--- src/rtl/can_pkg.sv ---
// can_pkg: state encoding, field lengths and DLC helper for the CAN frame
// sequencer. The ID_EXT/RTR_EXT/R1 states exist only with CAN_EXT_FRAME_EN.
package can_pkg;

  localparam int ID_BITS  = 11;
  localparam int EXT_BITS = 18;
  localparam int CRC_BITS = 15;
  localparam int EOF_BITS = 7;
  localparam int IFS_BITS = 3;
  localparam int DLC_BITS = 4;
  localparam int STATE_W  = 5;

  // Each state names the field of the next sampled bit.
  // ID..CRC are kept contiguous so the stuff window is a range test.
  typedef enum logic [STATE_W-1:0] {
    S_IDLE    = 5'd0,
    S_ID      = 5'd2,
    S_RTR     = 5'd3,
    S_IDE     = 5'd4,
`ifdef CAN_EXT_FRAME_EN
    S_ID_EXT  = 5'd5,
    S_RTR_EXT = 5'd6,
    S_R1      = 5'd7,
`endif
    S_R0      = 5'd8,
    S_DLC     = 5'd9,
    S_DATA    = 5'd10,
    S_CRC     = 5'd11,
    S_CRC_DEL = 5'd12,
    S_ACK     = 5'd13,
    S_ACK_DEL = 5'd14,
    S_EOF     = 5'd15,
    S_IFS     = 5'd16,
    S_ERROR   = 5'd17
  } can_field_e;

  // Reload value for the DATA field: 8*min(dlc,max)-1.
  function automatic logic [6:0] data_last(
    input logic [3:0] dlc,
    input int         max_dlc
  );
    logic [3:0] n;
    n = (int'(dlc) > max_dlc) ? 4'(max_dlc) : dlc;
    return {n, 3'b000} - 7'd1;
  endfunction

endpackage

--- src/rtl/can_frame_sequencer_if.sv ---
// can_frame_sequencer_if: destuffed-bit inputs and field strobes.
// master drives SP/RX/STUFF_BIT/EXT_ERROR; slave is the sequencer.
interface can_frame_sequencer_if;

  logic       SP;
  logic       RX;
  logic       STUFF_BIT;
  logic       EXT_ERROR;
  logic       F_CRC_D;
  logic       F_ACK_D;
  logic       F_EOF_D;
  logic       STUFF_EN;
  logic       ACK_SLOT;
  logic       FORM_ERR;
  logic       FRAME_OK;
  logic [3:0] DLC_OUT;
  logic [4:0] STATE;

  modport master (
    output SP, RX, STUFF_BIT, EXT_ERROR,
    input  F_CRC_D, F_ACK_D, F_EOF_D,
    input  STUFF_EN, ACK_SLOT,
    input  FORM_ERR, FRAME_OK,
    input  DLC_OUT, STATE
  );

  modport slave (
    input  SP, RX, STUFF_BIT, EXT_ERROR,
    output F_CRC_D, F_ACK_D, F_EOF_D,
    output STUFF_EN, ACK_SLOT,
    output FORM_ERR, FRAME_OK,
    output DLC_OUT, STATE
  );

endinterface

--- src/rtl/can_bus_idle_cnt.sv ---
// can_bus_idle_cnt: saturating count of consecutive recessive SPs.
// Ports: clock, reset (async low), sp, rx in; idle out (count == IDLE_BITS).
module can_bus_idle_cnt
  import can_pkg::*;
#(
  parameter int IDLE_BITS = 11
) (
  input  logic clock,
  input  logic reset,
  input  logic sp,
  input  logic rx,
  output logic idle
);

  localparam logic [3:0] SAT = 4'(IDLE_BITS);

  logic [3:0] cnt_q;

  // Stuff bits count too: they are real bus levels.
  always_ff @(posedge clock or negedge reset) begin
    if (!reset) begin
      cnt_q <= SAT;
    end else if (sp) begin
      if (!rx)
        cnt_q <= '0;
      else if (cnt_q != SAT)
        cnt_q <= cnt_q + 4'd1;
    end
  end

  assign idle = (cnt_q == SAT);

endmodule

--- src/rtl/can_frame_sequencer.sv ---
// can_frame_sequencer: tracks destuffed bit position in a CAN frame.
// Ports: clock, reset (async low), bus (slave: SP/RX/STUFF_BIT/EXT_ERROR in,
// field strobes, FORM_ERR, FRAME_OK, DLC_OUT, STATE out).
// CAN_EXT_FRAME_EN compiles in the 29-bit identifier path.
module can_frame_sequencer
  import can_pkg::*;
#(
  parameter int IDLE_BITS = 11,
  parameter int MAX_DLC   = 8
) (
  input logic                  clock,
  input logic                  reset,
  can_frame_sequencer_if.slave bus
);

  can_field_e st_q, st_d;
  logic [6:0] cnt_q, cnt_d;
  logic       rtr_q, rtr_d;
  logic [2:0] dsh_q, dsh_d;
  logic [3:0] dlc_q, dlc_d;
  logic       ferr_d, fok_d;
  logic       idle, adv, last;
  logic [3:0] dlc_n;

  can_bus_idle_cnt #(.IDLE_BITS(IDLE_BITS)) u_idle (
    .clock (clock),
    .reset (reset),
    .sp    (bus.SP),
    .rx    (bus.RX),
    .idle  (idle)
  );

  assign adv   = bus.SP & ~bus.STUFF_BIT;
  assign last  = (cnt_q == '0);
  assign dlc_n = {dsh_q, bus.RX};

  always_comb begin
    st_d   = st_q;
    cnt_d  = cnt_q;
    rtr_d  = rtr_q;
    dsh_d  = dsh_q;
    dlc_d  = dlc_q;
    ferr_d = 1'b0;
    fok_d  = 1'b0;
    if (st_q == S_ERROR) begin
      if (idle) st_d = S_IDLE;
    end else if (adv) begin
      unique case (st_q)
        // The SOF bit itself is checked here.
        S_IDLE:
          if (!bus.RX && idle) begin
            st_d  = S_ID;
            cnt_d = 7'(ID_BITS - 1);
          end
        S_ID:
          if (last) st_d = S_RTR;
          else cnt_d = cnt_q - 7'd1;
        S_RTR: begin
          rtr_d = bus.RX;
          st_d  = S_IDE;
        end
        S_IDE:
          if (!bus.RX) begin
            st_d = S_R0;
          end else begin
`ifdef CAN_EXT_FRAME_EN
            st_d  = S_ID_EXT;
            cnt_d = 7'(EXT_BITS - 1);
`else
            ferr_d = 1'b1;
`endif
          end
`ifdef CAN_EXT_FRAME_EN
        S_ID_EXT:
          if (last) st_d = S_RTR_EXT;
          else cnt_d = cnt_q - 7'd1;
        S_RTR_EXT: begin
          rtr_d = bus.RX;
          st_d  = S_R1;
        end
        S_R1: st_d = S_R0;
`endif
        S_R0: begin
          ferr_d = bus.RX;
          st_d   = S_DLC;
          cnt_d  = 7'(DLC_BITS - 1);
        end
        S_DLC: begin
          dsh_d = dlc_n[2:0];
          if (last) begin
            dlc_d = dlc_n;
            if (rtr_q || dlc_n == '0) begin
              st_d  = S_CRC;
              cnt_d = 7'(CRC_BITS - 1);
            end else begin
              st_d  = S_DATA;
              cnt_d = data_last(dlc_n, MAX_DLC);
            end
          end else begin
            cnt_d = cnt_q - 7'd1;
          end
        end
        S_DATA:
          if (last) begin
            st_d  = S_CRC;
            cnt_d = 7'(CRC_BITS - 1);
          end else begin
            cnt_d = cnt_q - 7'd1;
          end
        S_CRC:
          if (last) st_d = S_CRC_DEL;
          else cnt_d = cnt_q - 7'd1;
        S_CRC_DEL: st_d = S_ACK;
        S_ACK:     st_d = S_ACK_DEL;
        S_ACK_DEL: begin
          st_d  = S_EOF;
          cnt_d = 7'(EOF_BITS - 1);
        end
        // No overload frames: a dominant in any EOF bit is a form error.
        S_EOF:
          if (!bus.RX) begin
            ferr_d = 1'b1;
          end else if (last) begin
            fok_d = 1'b1;
            st_d  = S_IFS;
            cnt_d = 7'(IFS_BITS - 1);
          end else begin
            cnt_d = cnt_q - 7'd1;
          end
        S_IFS:
          if (last) st_d = S_IDLE;
          else cnt_d = cnt_q - 7'd1;
        default: st_d = S_IDLE;
      endcase
    end
    // Errors win over any advance, stuff bit or not.
    if (st_q != S_IDLE && (bus.EXT_ERROR || ferr_d))
      st_d = S_ERROR;
  end

  always_ff @(posedge clock or negedge reset) begin
    if (!reset) begin
      st_q         <= S_IDLE;
      cnt_q        <= '0;
      rtr_q        <= 1'b0;
      dsh_q        <= '0;
      dlc_q        <= '0;
      bus.F_CRC_D  <= 1'b1;
      bus.F_ACK_D  <= 1'b1;
      bus.F_EOF_D  <= 1'b1;
      bus.STUFF_EN <= 1'b0;
      bus.ACK_SLOT <= 1'b0;
      bus.FORM_ERR <= 1'b0;
      bus.FRAME_OK <= 1'b0;
    end else begin
      st_q         <= st_d;
      cnt_q        <= cnt_d;
      rtr_q        <= rtr_d;
      dsh_q        <= dsh_d;
      dlc_q        <= dlc_d;
      bus.F_CRC_D  <= (st_d != S_CRC_DEL);
      bus.F_ACK_D  <= (st_d != S_ACK_DEL);
      bus.F_EOF_D  <= (st_d != S_EOF);
      bus.STUFF_EN <= (st_d >= S_ID) &&
                      (st_d <= S_CRC);
      bus.ACK_SLOT <= (st_d == S_ACK);
      bus.FORM_ERR <= ferr_d;
      bus.FRAME_OK <= fok_d;
    end
  end

  assign bus.DLC_OUT = dlc_q;
  assign bus.STATE   = st_q;

endmodule

--- src/flat_wrapper.sv ---
// flat-port wrapper written by rule: the top's interface ports become plain ports
module can_frame_sequencer_flat import can_pkg::*;
#(
  parameter int IDLE_BITS = 11,
  parameter int MAX_DLC   = 8
)
  (clock, reset, bus_SP, bus_RX, bus_STUFF_BIT, bus_EXT_ERROR, bus_F_CRC_D, bus_F_ACK_D, bus_F_EOF_D, bus_STUFF_EN, bus_ACK_SLOT, bus_FORM_ERR, bus_FRAME_OK, bus_DLC_OUT, bus_STATE);
  can_frame_sequencer_if bus_i ();
  input logic clock;
  input logic reset;
  input wire logic [$bits(bus_i.SP)-1:0] bus_SP;
  input wire logic [$bits(bus_i.RX)-1:0] bus_RX;
  input wire logic [$bits(bus_i.STUFF_BIT)-1:0] bus_STUFF_BIT;
  input wire logic [$bits(bus_i.EXT_ERROR)-1:0] bus_EXT_ERROR;
  output wire logic [$bits(bus_i.F_CRC_D)-1:0] bus_F_CRC_D;
  output wire logic [$bits(bus_i.F_ACK_D)-1:0] bus_F_ACK_D;
  output wire logic [$bits(bus_i.F_EOF_D)-1:0] bus_F_EOF_D;
  output wire logic [$bits(bus_i.STUFF_EN)-1:0] bus_STUFF_EN;
  output wire logic [$bits(bus_i.ACK_SLOT)-1:0] bus_ACK_SLOT;
  output wire logic [$bits(bus_i.FORM_ERR)-1:0] bus_FORM_ERR;
  output wire logic [$bits(bus_i.FRAME_OK)-1:0] bus_FRAME_OK;
  output wire logic [$bits(bus_i.DLC_OUT)-1:0] bus_DLC_OUT;
  output wire logic [$bits(bus_i.STATE)-1:0] bus_STATE;
  assign bus_i.SP = bus_SP;
  assign bus_i.RX = bus_RX;
  assign bus_i.STUFF_BIT = bus_STUFF_BIT;
  assign bus_i.EXT_ERROR = bus_EXT_ERROR;
  assign bus_F_CRC_D = bus_i.F_CRC_D;
  assign bus_F_ACK_D = bus_i.F_ACK_D;
  assign bus_F_EOF_D = bus_i.F_EOF_D;
  assign bus_STUFF_EN = bus_i.STUFF_EN;
  assign bus_ACK_SLOT = bus_i.ACK_SLOT;
  assign bus_FORM_ERR = bus_i.FORM_ERR;
  assign bus_FRAME_OK = bus_i.FRAME_OK;
  assign bus_DLC_OUT = bus_i.DLC_OUT;
  assign bus_STATE = bus_i.STATE;
  can_frame_sequencer #(.IDLE_BITS(IDLE_BITS), .MAX_DLC(MAX_DLC)) u_core (.clock(clock), .reset(reset), .bus(bus_i));
endmodule
--- config.mk ---
export PLATFORM = sky130hd
export DESIGN_NAME = can_frame_sequencer_flat
export DESIGN_NICKNAME = d
export VERILOG_FILES = /design/src/rtl/can_pkg.sv /design/src/rtl/can_frame_sequencer_if.sv /design/src/rtl/can_bus_idle_cnt.sv /design/src/rtl/can_frame_sequencer.sv /design/src/flat_wrapper.sv
export SDC_FILE = /design/constraint.sdc
export NUM_CORES = 1
export LEC_CHECK = 0
export CAP_MARGIN = 40
export CORE_MARGIN = 2
export CORE_UTILIZATION = 40
export CTS_CLUSTER_DIAMETER = 30
export DETAILED_ROUTE_END_ITERATION = 8
export HOLD_SLACK_MARGIN = 0.05
export SLEW_MARGIN = 20
export SYNTH_ARGS = -nofsm -noshare
export SYNTH_HDL_FRONTEND = slang
export SYNTH_SLANG_ARGS = --single-unit
--- constraint.sdc ---
create_clock -name clock -period 2.88 [get_ports clock]
set_input_delay 0.288 -clock clock [delete_from_list [all_inputs] [get_ports clock]]
set_output_delay 0.288 -clock clock [all_outputs]
set_load 0.01 [all_outputs]
==> reports/metrics.csv <==
stage,metric,value,unit
yosys,combinational family with the most area after synthesis,compound AO/OA/AOI/OAI gates,
yosys,mean post-synth cell area,8.506,um2
yosys,Syn Std Cell Area,0.002237,mm2
placed_design,GPL Wtd Cong,0.9547,
placed_design,# port buffers,21,
critical_path,critical path launch point type,flip-flop,
timing,PnR worst setup slack,0.3865,ns
status,run status,completed,
pwr,sequential share of power,48.6,%
pwr,Sw Share,26.98,%
timing,Slew @ Worst Pin,0.6016,ns
routing,WL final,5762,um
yosys,gate count of the mapped netlist,263,
cts,Post-CTS Resized,0,
yosys,Synth Area in XOR/XNOR,1.566,%
cts,worst skew pair latency,0.29,ns
pwr,P_leak,0.001054,uW
critical_path,CP arrival,2.67,ns
die,Die Wd,78.79,um
yosys,Synth Area in Compound Gates,26.73,%
cts,CTS tree,yes,
die,Rows,27,
timing,fin crit period,2.493,ns
cts,Num CTS Buffers,5,
global_route,first-pass GRT wire length,10070,um
yosys,post-synth net total,272,
critical_path,crit path cell chain,"nor2_1, and3_1, nor4_1, and3_1, o31ai_1, a211o_1",
routing,First-pass DRT Iterations,4,
pwr,internal cell power,737.7,uW
timing,RSZ-0062 raised after global routing,false,
global_route,initial antenna violation count,0,
yosys,mux contribution to synthesized area,3.468,%
global_route,GR peak layer,met2,
yosys,"FFs w/ async S/R, synth",100.0,%
timing,clk_skew,0.004982,ns
yosys,sequential area share after synthesis,35.01,%
global_route,met2 usage,30.17,%
timing,sum of negative setup slack,0,ns
routing,Wirelength per Cell,16.01,um
critical_path,CP Max Fanout,16,
yosys,Post-synth top flop,dfrtp_1,
die,I/O pins,22,
yosys,post-synth top area cell,dfrtp_1,
global_route,total gr overflow,0,
yosys,Adder-Cell Fraction of Synth Area,1.678,%
critical_path,crit path kind,reg -> reg,
yosys,commonest cells in the netlist,"25 x dfrtp_1, 22 x o21ai_0, 17 x inv_1, 17 x nor2_1, 16 x a21oi_1",
cts,CTS max path bufs,2,
global_route,GR Util met3,4.773,%
timing,maximum clock frequency,0.4010,GHz
cts,Post-CTS Hold Buffers,0,
yosys,Yosys top cell area share,27.96,%
placed_design,worst slack at placement,0.4078,ns
cts,clk sinks,31,
yosys,Synth area leaders,"dfrtp_1 28%, dfstp_2 7.0%, o21ai_0 4.9%",
global_route,GR Util met1,28.95,%
pwr,Power Density,378.7,mW/mm2
die,core area,0.005439,mm2
critical_path,Crit-path slowest cell,dfrtp_1,
die,initial core utilization,41.13,%
timing,Max Slew Vio Count,0,
yosys,Synth Area in Simple Gates,25.17,%
global_route,Total Routing Usage GR,20.50,%
finish,# diodes,0,
pwr,peak supply drop,0.2464,mV
critical_path,Worst Path Buf+Inv,0,
yosys,number of enable flip-flop cells after synthesis,0,
global_route,largest net degree at the start of global routing,32,
yosys,Syn. warnings,0,
critical_path,"Largest stage delay, worst path",0.70,ns
routing,post-route antenna net violation count,0,
finish,# nets final,296,
finish,synth-to-layout area growth,19.24,%
timing,final count of hold timing violations,0,
timing,Rel. slew slack,59.55,%
finish,fraction of layout instances using a drive strength above 1,15.28,%
routing,vias per cell,5.825,
critical_path,critical path capture point type,flip-flop,
placed_design,hpwl dp,4294,um
cts,H-tree level count,2,
die,Die Ht,78.79,um
cts,"CTS clk-pin slew, worst paths",0.07,ns
timing,period utilisation layout,86.58,%
timing,Final Setup Violations,0,
yosys,Synth Register Bits,31,
critical_path,Required @ worst endpoint,3.05,ns
global_route,number of global-route vias before repair,2055,
die,Die Footprint,0.006207,mm2
routing,Via Count,2097,
routing,Iter 0 DRT Violations,231,
flow_run,max cap viols,0,
pwr,Gate power share,13.2,%
hold_path,Worst Hold Class,in -> async,
pwr,clock power share,38.2,%
pwr,P_sw,272.5,uW
cts,post-CTS setup buffer count,0,
yosys,most common cell in the synthesized netlist,dfrtp_1,
routing,DRC violations left,0,
cts,CTS root buffer,clkbuf_8,
finish,Fill cells,538,
yosys,Unique masters post-synth,61,
critical_path,most used cell along the critical path,and3_1,
critical_path,crit-path leading delay family,simple AND/OR/NAND/NOR gates,
## registers in the layout (all words and copies together), names as in the netlist
register / cells
u_core.bus.DLC_OUT: 4
u_core.bus.FORM_ERR: 1
u_core.bus.FRAME_OK: 1
u_core.u_idle.cnt_q: 4
u_core.rtr_q: 1
u_core.bus.F_EOF_D: 1
u_core.bus.STATE: 5
u_core.bus.F_ACK_D: 1
u_core.dsh_q: 3
u_core.bus.ACK_SLOT: 1
u_core.cnt_q: 7
u_core.bus.STUFF_EN: 1
u_core.bus.F_CRC_D: 1
## power by group through the flow
stage,sequential (uW),clock (uW),combinational [uW]
5_1_grt,494,418,152
3_5_place_dp,498,0,133
6_report,491,386,133
2_1_floorplan,491,0,88.0
3_3_place_gp,497,0,133
4_1_cts,491,396,133
## worst register-to-register path: stages, from the launching register on
cell     delay, ns
dfrtp_1       0.70
nor2_1        0.17
and3_1        0.28
nor4_1        0.46
and3_1        0.36
o31ai_1       0.12
a211o_1       0.30
## layer usage
metal | routed length, um | vias up
li1 | - | 1029
met1 | 2775 | 985
met2 | 2473 | 67
met3 | 383 | 16
met4 | 130 | 0
met5 | 0 | -
## per-stage QoR
| stage | cell area (um2) | std cells | hold slack (ns) | total power, uW | utilization, % |
|---|---|---|---|---|---|
| floorplan | 2237 | 263 | -0.007591 | 579.2 | - |
| global placement | 2564 | 352 | 0.4958 | 630.0 | 47.14 |
| detailed placement | 2564 | 352 | 0.4960 | 631.0 | 47.14 |
| CTS | 2668 | 360 | 0.3995 | 1020 | 49.05 |
| global route | 2668 | 360 | 0.4199 | 1063 | 49.05 |
| finish | 2668 | 360 | 0.3853 | 1010 | 49.05 |
## cell type report
cell class	instances	area [um2]	area share, %
clock inverter	1	7.507	0.2814
sequential	31	783.3	29.36
multi-input combinational	197	1311	49.16
inverter	17	63.81	2.392
tap	72	90.09	3.377
clock buffer	7	96.34	3.612
timing repair buffer	35	315.3	11.82
## cell usage in the layout (no fill, tap or decap), types with 4 or more instances in the layout
master,instances
buf_4,14
mux2_2,6
o21ai_0,22
nand2b_1,12
o22ai_1,6
clkdlybuf4s50_1,21
nor3_1,5
nand2_1,12
clkbuf_8,7
a211oi_1,4
dfstp_2,6
and3_1,5
o31ai_1,5
and2_1,4
nor2_1,17
nor2b_1,5
inv_1,17
dfrtp_1,25
a21oi_1,16
nor4_1,5
nand3_1,9
## final timing paths
path                                                         from                           endpoint  slack [ns]  cells past startpoint
worst max-delay path                u_core.bus.STATE[3]$_DFF_PN0_        u_core.cnt_q[4]$_DFFE_PN0P_        0.39                      6
worst min-delay path                                        reset        u_core.cnt_q[6]$_DFFE_PN0P_        0.39                      2
worst max register to register      u_core.bus.STATE[3]$_DFF_PN0_        u_core.cnt_q[4]$_DFFE_PN0P_        0.39                      6
worst min register to register  u_core.bus.DLC_OUT[0]$_DFFE_PN0P_  u_core.bus.DLC_OUT[0]$_DFFE_PN0P_        0.51                      1
max in group asynchronous                                   reset       u_core.bus.F_EOF_D$_DFF_PN1_        2.17                      2
min in group clock              u_core.bus.DLC_OUT[0]$_DFFE_PN0P_  u_core.bus.DLC_OUT[0]$_DFFE_PN0P_        0.51                      1
## cell families (layout without fill, tap and decap cells)
logic type	after synthesis	count (layout)
fa+ha+maj	3	3
mux	7	7
flops	31	31
compound gates	85	85
xor+xnor	4	4
buf+inv	35	60
simple gates	98	98
(Power assumes the default switching activity.)
